<file path="config.mk">
export PLATFORM = sky130hd
export DESIGN_NAME = intc_hwint_flat
export DESIGN_NICKNAME = d
export VERILOG_FILES = /design/src/rtl/intc_hwint_if.sv /design/src/rtl/intc_hwint.sv /design/src/flat_wrapper.sv
export SDC_FILE = /design/constraint.sdc
export NUM_CORES = 1
export LEC_CHECK = 0
export ABC_AREA = 0
export BUFFER_PORTS_ARGS = -buffer_cell sky130_fd_sc_hd__buf_2
export CAP_MARGIN = 20
export CORE_MARGIN = 2
export CORE_UTILIZATION = 30
export DETAILED_ROUTE_END_ITERATION = 8
export GPL_TIMING_DRIVEN = 0
export HOLD_SLACK_MARGIN = 0.08
export PLACE_DENSITY = 0.76
export SLEW_MARGIN = 40
export SYNTH_ARGS = -nofsm -noshare
export SYNTH_HDL_FRONTEND = slang
export SYNTH_SLANG_ARGS = --single-unit
</file>
<file path="constraint.sdc">
create_clock -name clk -period 1.2 [get_ports clk]
set_input_delay 0 -clock clk [delete_from_list [all_inputs] [get_ports clk]]
set_output_delay 0 -clock clk [all_outputs]
set_load 0.02 [all_outputs]
</file>
<file path="src/rtl/intc_hwint_if.sv">
// Bridge-side and interrupt-side signals of the six-source interrupt controller.
// The bridge/bench drives through the master modport; intc_hwint is the slave.
interface intc_hwint_if;
    logic [5:0]  Src;
    logic        Sel;
    logic [1:0]  Addr;
    logic        WE;
    logic [31:0] DIn;
    logic [31:0] DOut;
    logic [5:0]  HWIntOut;
    logic        Irq;

    modport master (
        output Src, Sel, Addr, WE, DIn,
        input  DOut, HWIntOut, Irq
    );

    modport slave (
        input  Src, Sel, Addr, WE, DIn,
        output DOut, HWIntOut, Irq
    );
endinterface

</file>
<file path="src/rtl/intc_hwint.sv">
// Six-source interrupt controller feeding CP0 HWInt: pending/mask/mode/claim registers.
// Optional feature macro INTC_EDGE_DETECT_EN adds per-source edge mode (MODE reg + Prev).
module intc_hwint #(
    parameter int NSRC = 6
) (
    input logic         clk,
    input logic         rst,
    intc_hwint_if.slave bus
);

    logic [NSRC-1:0] pend;
    logic [NSRC-1:0] mask;
    logic [NSRC-1:0] mode;
    logic [NSRC-1:0] set_cond;
    logic [NSRC-1:0] clr;
    logic [NSRC-1:0] hw;
    logic            wr_en;
    logic [2:0]      claim_id;
    logic            unused_din;

    // Source index k as a one-hot clear vector; k >= NSRC matches no bit and is ignored.
    function automatic logic [NSRC-1:0] claim_decode(input logic [2:0] k);
        logic [NSRC-1:0] onehot;
        onehot = '0;
        for (int i = 0; i < NSRC; i++) begin
            onehot[i] = (k == 3'(i));
        end
        return onehot;
    endfunction

    assign wr_en      = bus.Sel & bus.WE;
    assign unused_din = ^bus.DIn[31:NSRC];

`ifdef INTC_EDGE_DETECT_EN
    logic [NSRC-1:0] prev;

    // Level sources pend while high; edge sources only on a low-to-high step.
    assign set_cond = bus.Src & (~mode | ~prev);

    always_ff @(posedge clk) begin
        if (rst) begin
            prev <= '0;
            mode <= '0;
        end else begin
            prev <= bus.Src;
            if (wr_en && bus.Addr == 2'd2) begin
                mode <= bus.DIn[NSRC-1:0];
            end
        end
    end
`else
    assign set_cond = bus.Src;
    assign mode     = '0;
`endif

    always_comb begin
        clr = '0;
        if (wr_en && bus.Addr == 2'd0) begin
            clr = bus.DIn[NSRC-1:0];
        end else if (wr_en && bus.Addr == 2'd3) begin
            clr = claim_decode(bus.DIn[2:0]);
        end
    end

    // A set in the same cycle as a clear wins, so a live level source re-pends at once.
    always_ff @(posedge clk) begin
        if (rst) begin
            pend <= '0;
            mask <= '0;
        end else begin
            pend <= (pend & ~clr) | set_cond;
            if (wr_en && bus.Addr == 2'd1) begin
                mask <= bus.DIn[NSRC-1:0];
            end
        end
    end

    assign hw           = pend & mask;
    assign bus.HWIntOut = hw;
    assign bus.Irq      = |hw;

    // Index 0 has the highest priority, so scan downwards and let the lowest hit stick.
    always_comb begin
        claim_id = 3'd0;
        for (int i = NSRC - 1; i >= 0; i--) begin
            if (hw[i]) begin
                claim_id = 3'(i);
            end
        end
    end

    always_comb begin
        bus.DOut = '0;
        if (bus.Sel) begin
            case (bus.Addr)
                2'd0: bus.DOut = {{(32 - NSRC){1'b0}}, pend};
                2'd1: bus.DOut = {{(32 - NSRC){1'b0}}, mask};
                2'd2: bus.DOut = {{(32 - NSRC){1'b0}}, mode};
                2'd3: bus.DOut = {bus.Irq, 28'b0, claim_id};
                default: bus.DOut = '0;
            endcase
        end
    end

endmodule

</file>
<file path="src/flat_wrapper.sv">
// flat-port wrapper written by rule: the top's interface ports become plain ports
module intc_hwint_flat 
#(
    parameter int NSRC = 6
)
  (clk, rst, bus_Src, bus_Sel, bus_Addr, bus_WE, bus_DIn, bus_DOut, bus_HWIntOut, bus_Irq);
  intc_hwint_if bus_i ();
  input logic clk;
  input logic rst;
  input wire logic [$bits(bus_i.Src)-1:0] bus_Src;
  input wire logic [$bits(bus_i.Sel)-1:0] bus_Sel;
  input wire logic [$bits(bus_i.Addr)-1:0] bus_Addr;
  input wire logic [$bits(bus_i.WE)-1:0] bus_WE;
  input wire logic [$bits(bus_i.DIn)-1:0] bus_DIn;
  output wire logic [$bits(bus_i.DOut)-1:0] bus_DOut;
  output wire logic [$bits(bus_i.HWIntOut)-1:0] bus_HWIntOut;
  output wire logic [$bits(bus_i.Irq)-1:0] bus_Irq;
  assign bus_i.Src = bus_Src;
  assign bus_i.Sel = bus_Sel;
  assign bus_i.Addr = bus_Addr;
  assign bus_i.WE = bus_WE;
  assign bus_i.DIn = bus_DIn;
  assign bus_DOut = bus_i.DOut;
  assign bus_HWIntOut = bus_i.HWIntOut;
  assign bus_Irq = bus_i.Irq;
  intc_hwint #(.NSRC(NSRC)) u_core (.clk(clk), .rst(rst), .bus(bus_i));
endmodule
</file>
==> flow_summary.json, run 1 <==
{
  "status": "finished, violations left",
  "violations": "negative setup slack",
  "p_int_mw": 0.764,
  "clockRootBuffer": "clkbuf_4",
  "num_vias": 992,
  "wl_per_cell_um": 10.3,
  "synth.area.top_cells": "dfxtp_1 (25%), buf_4 (21%), mux2i_1 (12%), nor2_1 (7.1%), and2_1 (4.6%)",
  "first_pass_iters": 5,
  "critPathMaxFanout": 4,
  "utilization_pct": 49.2,
  "seq_power_share_pct": 39.8,
  "wl_um": 2430,
  "p_per_area_nw_per_um2": 746,
  "syn_to_final_growth_pct": 57.4,
  "cp-end-kind": "primary output",
  "start_util_pct": 31.2,
  "ys_warn_count": 0,
  "required_ns": 1.20,
  "die_w_um": 60.2,
  "grt_util_all_layers_pct": 14.2,
  "cts_tree": "built",
  "netSwitchingPower_mw": 0.347,
  "gp_congestion": 0.730,
  "fp.dieArea_um2": 3620,
  "syn_area_per_cell_um2": 7.88,
  "comb_power_share_pct": 30.1,
  "ios": 83,
  "clock_sinks": 12,
  "netlist_instances": 120,
  "hold_violations": 0,
  "critical_path_class": "reg2out",
  "synth_area_um2": 946,
  "path_clk_slew_ns": 0.08,
  "drc": 0,
  "fin_setup_tns_ns": -0.961,
  "p_clk_share_pct": 30.2,
  "setup_violations": 5,
  "rows": 20,
  "drt_iter0_markers": 18,
  "period_needed_ns": 1.51,
  "ys_ff_latch": 12,
  "yosysSeqAreaShare_pct": 25.4,
  "n_antenna_cell": 0,
  "ys.flop_type": "dfxtp_1",
  "p_sw_share_pct": 31.3,
  "crit_arrival_ns": 1.51,
  "max_freq_mhz": 663,
  "synth_common_cells": "buf_4 (26), nor2_1 (18), dfxtp_1 (12)",
  "synth_edf_count": 0,
  "numPortBuffers": 30,
  "avgViaCountPerCell": 4.19,
  "grt_pass1_vias": 886,
  "finClkSkew_ns": 0,
  "synth.most_common_cell": "buf_4",
  "cts_max_level": 1,
  "coreArea_um2": 3030,
  "start_kind": "register",
  "timing.hold.ws_ns": 0.0919,
  "fin_ws_ns": -0.308,
  "clk-insertion-delay-late_ns": 0.28,
  "post-route-period-util_pct": 126,
  "vdd_drop_max_mv": 0.353,
  "async_flop_share_pct": 0,
  "rsz0062_at_grt": "yes",
  "finalMaxSlewViolations": 0,
  "ctsLongestPathBuffers": 2,
  "grt_pass1_wl_um": 3840,
  "antenna_found_initial": 0,
  "drv_cap": 0,
  "synth.distinct_cells": 30,
  "yosysTopAreaCell": "dfxtp_1",
  "die_h_um": 60.2,
  "drive_gt1_share_pct": 44.0,
  "drt.antenna.violating_nets": 0,
  "dp_hpwl_um": 1820,
  "grt_remaining_overflow": 0,
  "leakage_nw": 0.808,
  "hp-class": "in2reg",
  "numCtsBuffers": 3,
  "grt_max_degree": 11,
  "yosysTopAreaCellShare_pct": 25.4,
  "layout.nets": 238
}
[state kept, by name (all words and copies together), names as in the netlist]
register     flops
u_core.mask      6
u_core.pend      6
[routing by layer]
| layer | GRT usage, % | share of wire, % | routed length (um) |
|---|---|---|---|
| met5 | 0 | 0 | 0 |
| met3 | 2.16 | 6.6 | 160 |
| met1 | 17.6 | 42 | 1030 |
| met4 | 6.35 | 1.6 | 40 |
| met2 | 24.1 | 49 | 1200 |
[cells in the final DEF (no fill, tap or decap), types with 2 or more instances in the layout]
| cell type | n |
|---|---|
| and2_4 | 4 |
| inv_1 | 2 |
| or3_1 | 2 |
| buf_6 | 3 |
| buf_2 | 27 |
| nand2_1 | 10 |
| nor3_1 | 3 |
| mux2i_1 | 11 |
| a21oi_1 | 3 |
| and2_1 | 3 |
| nor2_1 | 17 |
| dfxtp_2 | 8 |
| a22oi_2 | 2 |
| clkbuf_4 | 3 |
| buf_4 | 30 |
| a31oi_1 | 4 |
| or4b_1 | 2 |
| conb_1 | 25 |
| dlygate4sd3_1 | 12 |
| dfxtp_1 | 4 |
[power by group through the flow]
stage	sequential [mW]	combinational [mW]	clock, mW
after floorplan	0.438	0.222	0
after global placement	0.443	0.282	0
after detailed placement	0.445	0.284	0
after CTS	0.439	0.329	0.337
after global routing	0.445	0.363	0.366
final	0.442	0.334	0.335
[final timing paths]
path         slack, ns        endpoint  cells past startpoint      startpoint
min               0.09  u_core.pend[0]                      3      bus_DIn[1]
min reg2reg       0.52  u_core.mask[4]                      2  u_core.mask[4]
max              -0.31     bus_DOut[1]                      5  u_core.pend[1]
max reg2reg       0.42  u_core.mask[3]                      3  u_core.mask[3]
[stage by stage]
step	power, mW	std cells	instance area [um^2]	setup WS [ns]
2_1_floorplan	0.660	144	1050	-0.0297
3_3_place_gp	0.725	218	1250	-0.145
3_5_place_dp	0.729	218	1250	-0.128
4_1_cts	1.10	237	1480	-0.311
5_1_grt	1.17	237	1490	-0.392
6_report	1.11	237	1490	-0.308
[worst max-delay path: stages (launching register included)]
cell and delay [ns]:
dfxtp_2 0.35, and2_4 0.16, or2_0 0.21, o32ai_1 0.22, and2_4 0.19, buf_6 0.11
[cell type report]
cell class / count / area, um^2
fillers: 319 / 1540
multi-input cells: 102 / 622
repair buffers: 45 / 314
flip-flops and latches: 12 / 250
plain buffers: 28 / 204
well taps: 44 / 55.1
clock buffers: 4 / 36.3
inverters: 2 / 7.51
[cells by family (layout without fill, tap and decap cells)]
logic type | after synthesis | in the layout | synth area share (%)
simple gates | 53 | 53 | 30.8
mux | 11 | 11 | 11.6
flops | 12 | 12 | 25.4
compound gates | 13 | 13 | 9.39
buf+inv | 30 | 79 | 22.4
other cells | 1 | 25 | 0.396
[timing repair]
item / 4_1_cts / 5_1_grt
gates cloned: 0 / 0
hold buffers: 12 / 0
setup endpoints to repair: 5 / 5
endpoints found under the hold margin: 11 / 0
pin swaps: 4 / 3
buffers inserted: 3 / 0
gates resized for setup: 18 / 5
Note: power is estimated with default switching activity, not from simulation.
==> run 2, diff against run 1 <==
--- a/config.mk
+++ b/config.mk
@@ -9,11 +9,11 @@
 export BUFFER_PORTS_ARGS = -buffer_cell sky130_fd_sc_hd__buf_2
 export CAP_MARGIN = 20
 export CORE_MARGIN = 2
-export CORE_UTILIZATION = 30
+export CORE_UTILIZATION = 37
 export DETAILED_ROUTE_END_ITERATION = 8
 export GPL_TIMING_DRIVEN = 0
 export HOLD_SLACK_MARGIN = 0.08
-export PLACE_DENSITY = 0.76
+export PLACE_DENSITY = 0.89
 export SLEW_MARGIN = 40
 export SYNTH_ARGS = -nofsm -noshare
 export SYNTH_HDL_FRONTEND = slang
==> run 2 against run 1 <==
The flow still finishes with violations (negative setup slack). Die area shrank 18%. Sequential share of layout area about the same. Total power fell by 0.36%. Flip-flop and latch count is the same. Cell area fell by 1.2%. Via count up 1.1%. Core utilization rose by 11 points. Clock-buffer cell count unchanged. Critical endpoint unchanged.
==> flow_summary.json, run 2 (synthesis results as in run 1) <==
{
  "cts_max_level": 1,
  "clockRootBuffer": "clkbuf_4",
  "critical_path_class": "reg2out",
  "utilization_pct": 59.9,
  "rows": 18,
  "placed_area_um2": 1230,
  "syn_to_final_growth_pct": 55.6,
  "p_clk_share_pct": 29.7,
  "dr.max_layer_used": "met4",
  "final_cell_mix": "buf_4 (31), buf_2 (28), conb_1 (25)",
  "seq_power_share_pct": 39.6,
  "die_w_um": 54.6,
  "finalPower_mw": 1.11,
  "ios": 83,
  "required_ns": 1.20,
  "numCtsBuffers": 3,
  "coreArea_um2": 2450,
  "drt.antenna.violating_nets": 0,
  "p_int_mw": 0.763,
  "first_pass_iters": 4,
  "fin_ws_ns": -0.344,
  "clock_sinks": 12,
  "grt_pass1_vias": 829,
  "largestRegisters": "u_core.mask: 6 flops, u_core.pend: 6 flops",
  "post-route-period-util_pct": 129,
  "dp_slack_ns": -0.137,
  "fp.dieArea_um2": 2980,
  "n_antenna_cell": 0,
  "dp_hpwl_um": 1750,
  "wl_met1_um": 987,
  "grt_pass1_wl_um": 3450,
  "drt_iter0_markers": 17,
  "avgViaCountPerCell": 4.50,
  "rsz0062_at_grt": "yes",
  "leakage_nw": 0.814,
  "vdd_drop_max_mv": 0.444,
  "grt_util_all_layers_pct": 16.1,
  "worstHoldStart": "bus_DIn[1]",
  "p_per_area_nw_per_um2": 752,
  "cts_tree": "built",
  "cp-end-kind": "primary output",
  "fin_setup_tns_ns": -1.06,
  "finClkSkew_ns": 0,
  "drc": 0,
  "setup_violations": 4,
  "drv_cap": 0,
  "num_vias": 1003,
  "ctsLongestPathBuffers": 2,
  "gp_congestion": 0.772,
  "comb_power_share_pct": 30.6,
  "hp-class": "in2reg",
  "die_h_um": 54.6,
  "layout.nets": 238,
  "clk-insertion-delay-late_ns": 0.27,
  "finalMaxSlewViolations": 0,
  "critPathMaxFanout": 4,
  "antenna_found_initial": 0,
  "p_sw_share_pct": 31.0,
  "met2WireLength_um": 1320,
  "wl_per_cell_um": 11.0,
  "layout_commonest_cell": "buf_4",
  "crit_arrival_ns": 1.54,
  "fin_area_um2": 1470,
  "start_util_pct": 38.5,
  "wl_um": 2460,
  "violations": "negative setup slack",
  "period_needed_ns": 1.54,
  "status": "finished, violations left",
  "start_kind": "register",
  "wl_met3_um": 96,
  "drive_gt1_share_pct": 44.0,
  "grt_max_degree": 11,
  "max_freq_mhz": 648,
  "crit_path_start": "u_core.pend[0]",
  "netSwitchingPower_mw": 0.344,
  "hold_violations": 0,
  "path_clk_slew_ns": 0.08,
  "reg2reg_from": "u_core.pend[0]",
  "grt_remaining_overflow": 0,
  "numPortBuffers": 30
}
## run 2: worst paths after layout
path	endpoint	slack, ns	cells after the start
worst max-delay path	bus_DOut[1]	-0.34	5
worst min-delay path	u_core.pend[0]	0.10	3
worst max register to register	u_core.pend[0]	0.44	3
worst min register to register	u_core.mask[5]	0.53	2
## run 2: layout make-up
| type | count | area, um^2 |
|---|---|---|
| repair buffers | 45 | 304 |
| plain buffers | 28 | 204 |
| inverters | 2 | 7.51 |
| well taps | 30 | 37.5 |
| clock buffers | 4 | 36.3 |
| flip-flops and latches | 12 | 248 |
| multi-input cells | 102 | 634 |
| fillers | 224 | 983 |
## run 2: power by group through the flow
stage / sequential (mW) / combinational [mW] / clock (mW)
after floorplan: 0.438 / 0.222 / 0
final: 0.439 / 0.339 / 0.329
after global routing: 0.442 / 0.367 / 0.345
after global placement: 0.442 / 0.281 / 0
after CTS: 0.437 / 0.323 / 0.328
after detailed placement: 0.443 / 0.285 / 0
## run 2: what timing repair did
action | CTS | global route
gates cloned | 0 | 0
setup endpoints to repair | 5 | 5
hold buffers | 12 | 0
buffers inserted | 1 | 2
pin swaps | 5 | 3
endpoints found under the hold margin | 11 | 0
gates resized for setup | 10 | 11
## run 2: worst max-delay path: stages (launching register included)
cell and delay (ns):
dfxtp_2 0.34, and2_4 0.16, or2_1 0.24, o32ai_2 0.24, and2_4 0.19, buf_6 0.11
## run 2: through the flow
| step | cells | hold WS, ns |
|---|---|---|
| 4_1_cts | 221 | 0.105 |
| 3_5_place_dp | 204 | 0.206 |
| 2_1_floorplan | 144 | 0.0793 |
| 6_report | 223 | 0.101 |
| 3_3_place_gp | 204 | 0.201 |
| 5_1_grt | 223 | 0.128 |
## run 2: per-layer routing
metal / GRT usage [%] / vias up
met5: 0 / -
met4: 7.50 / 0
met3: 2.19 / 6
met2: 29.7 / 36
met1: 18.0 / 447
li1: - / 514
==> run 3, diff against run 2 <==
--- a/config.mk
+++ b/config.mk
@@ -8,8 +8,10 @@
 export ABC_AREA = 0
 export BUFFER_PORTS_ARGS = -buffer_cell sky130_fd_sc_hd__buf_2
 export CAP_MARGIN = 20
+export CELL_PAD_IN_SITES_DETAIL_PLACEMENT = 1
+export CELL_PAD_IN_SITES_GLOBAL_PLACEMENT = 2
 export CORE_MARGIN = 2
-export CORE_UTILIZATION = 37
+export CORE_UTILIZATION = 18
 export DETAILED_ROUTE_END_ITERATION = 8
 export GPL_TIMING_DRIVEN = 0
 export HOLD_SLACK_MARGIN = 0.08
==> constraint.sdc (replaced) <==
create_clock -name clk -period 1.2 [get_ports clk]
set_input_delay 0.24 -clock clk [delete_from_list [all_inputs] [get_ports clk]]
set_output_delay 0.24 -clock clk [all_outputs]
set_load 0.02 [all_outputs]
==> run 3 against run 2 <==
The run still ends with negative setup slack left. Register-to-register slack worse by 0.15 ns. Core utilization is 29 points lower. Worst hold slack better by 0.085 ns. Fmax is 7.7% lower. Wire length is 18% higher.
==> flow_summary.json, run 3 (synthesis results as in run 1) <==
{
  "status": "finished, violations left",
  "violations": "negative setup slack",
  "fin_ws_ns": -0.473,
  "post-route-period-util_pct": 139,
  "grt_pass1_vias": 986,
  "drive_gt1_share_pct": 54.5,
  "dp_hpwl_um": 2290,
  "start_util_pct": 18.6,
  "crit_arrival_ns": 1.43,
  "grt_use_met3_pct": 2.37,
  "die_w_um": 76.5,
  "hold_depth": 2,
  "gp_congestion": 0.749,
  "finalMaxSlewViolations": 0,
  "slowest_delay_ns": 0.33,
  "path_delay_family": "simple AND/OR/NAND/NOR gates",
  "cp-end-kind": "primary output",
  "max_freq_mhz": 598,
  "multiInputGateArea_um2": 663,
  "clk-insertion-delay-late_ns": 0.24,
  "r2r_slack_ns": 0.29,
  "utilization_pct": 31.2,
  "hold_violations": 0,
  "hp-class": "in2reg",
  "critPathMaxFanout": 3,
  "fill_cells": 645,
  "drv_cap": 0,
  "stdcell_count": 257,
  "wl_per_cell_um": 11.2,
  "syn_to_final_growth_pct": 67.3,
  "numCtsBuffers": 3,
  "period_needed_ns": 1.67,
  "n_antenna_cell": 0,
  "layout.nets": 232,
  "leakage_nw": 0.825,
  "regToRegEndpoint": "u_core.pend[5]",
  "grt_util_all_layers_pct": 9.86,
  "cp_num_buf_inv": 1,
  "ios": 83,
  "first_pass_iters": 4,
  "avgViaCountPerCell": 3.92,
  "reg2regPathDepth": 4,
  "path_clk_slew_ns": 0.06,
  "setup_violations": 7,
  "place_inst": 244,
  "finClkSkew_ns": 0,
  "drt_iter0_markers": 10,
  "wl_um": 2890,
  "die_h_um": 76.5,
  "numPortBuffers": 30,
  "top_usage_layer": "met2",
  "drc": 0,
  "drt.antenna.violating_nets": 0,
  "clock_sinks": 12,
  "worstHoldEndpoint": "u_core.pend[2]",
  "required_ns": 0.96,
  "num_vias": 1007,
  "antenna_found_initial": 0,
  "grt_pass1_wl_um": 4690,
  "start_kind": "register",
  "dp_slack_ns": -0.481,
  "clockRootBuffer": "clkbuf_8",
  "cts_tree": "built",
  "critical_path_class": "reg2out",
  "crit_path_top_delay_cell": "dfxtp_2",
  "grtUsageMet2_pct": 16.3,
  "worstPathCellList": "and2_4, or2_1, o32ai_2, and2_4, buf_6",
  "reg2reg_from": "u_core.pend[5]",
  "fp.dieArea_um2": 5850,
  "final_cell_mix": "buf_4 (36), conb_1 (25), buf_2 (18)",
  "rows": 26,
  "largestRegisters": "u_core.mask: 6 flops, u_core.pend: 6 flops",
  "coreArea_um2": 5070,
  "rsz0062_at_grt": "yes",
  "vdd_drop_max_mv": 0.370,
  "grt_max_degree": 11,
  "crit_top_cell": "and2_4",
  "grt_remaining_overflow": 0,
  "global_route.usage.met1_pct": 12.1,
  "layout_commonest_cell": "buf_4",
  "worstHoldStart": "rst",
  "regArea_um2": 263,
  "p_per_area_nw_per_um2": 780,
  "ctsLongestPathBuffers": 2,
  "cts_max_level": 1
}
run 3: how the worst max path moves through the flow:
| stage | start | to | cells after the start |
|---|---|---|---|
| 5_1_grt | u_core.mask[0] | bus_DOut[1] | 5 |
| 4_1_cts | u_core.pend[1] | bus_DOut[1] | 5 |
| 2_1_floorplan | u_core.mask[0] | bus_DOut[1] | 4 |
| 3_3_place_gp | bus_Addr[0] | bus_DOut[1] | 6 |
| 3_5_place_dp | bus_Addr[0] | bus_DOut[1] | 6 |
| 6_report | u_core.mask[1] | bus_DOut[1] | 5 |
run 3: metal layers:
layer  vias up  wire length, um
met5         -                0
met3         4              206
li1        502                -
met1       462             1230
met4         0               44
met2        39             1400
run 3: power by group:
part	leakage, nW	internal [mW]	switching [mW]
Clock	0.0288	0.290	0.158
Sequential	0.104	0.418	0.0212
Combinational	0.692	0.162	0.185
run 3: cell type report:
type	instances	share of cell area, %
Multi-Input combinational cell	102	41.9
Tap cell	70	5.53
Buffer	28	14.0
Sequential cell	12	16.6
Inverter	2	0.474
Clock buffer	4	3.48
Timing Repair Buffer	39	18.0
run 3: through the flow:
stage | TNS, ns | power, mW | area, um^2 | hold slack, ns
final | -2.06 | 1.23 | 1580 | 0.186
after global placement | -3.45 | 0.742 | 1340 | 0.448
after detailed placement | -3.94 | 0.749 | 1340 | 0.453
after CTS | -2.12 | 1.23 | 1520 | 0.188
after floorplan | -0.458 | 0.671 | 1100 | 0.319
after global routing | -2.49 | 1.30 | 1580 | 0.194
run 3: what timing repair did:
action,CTS,global route
hold buffers,0,0
setup endpoints to repair,13,13
buffers inserted,6,4
gates resized for setup,32,14
cloned,0,0
pin swaps,10,10
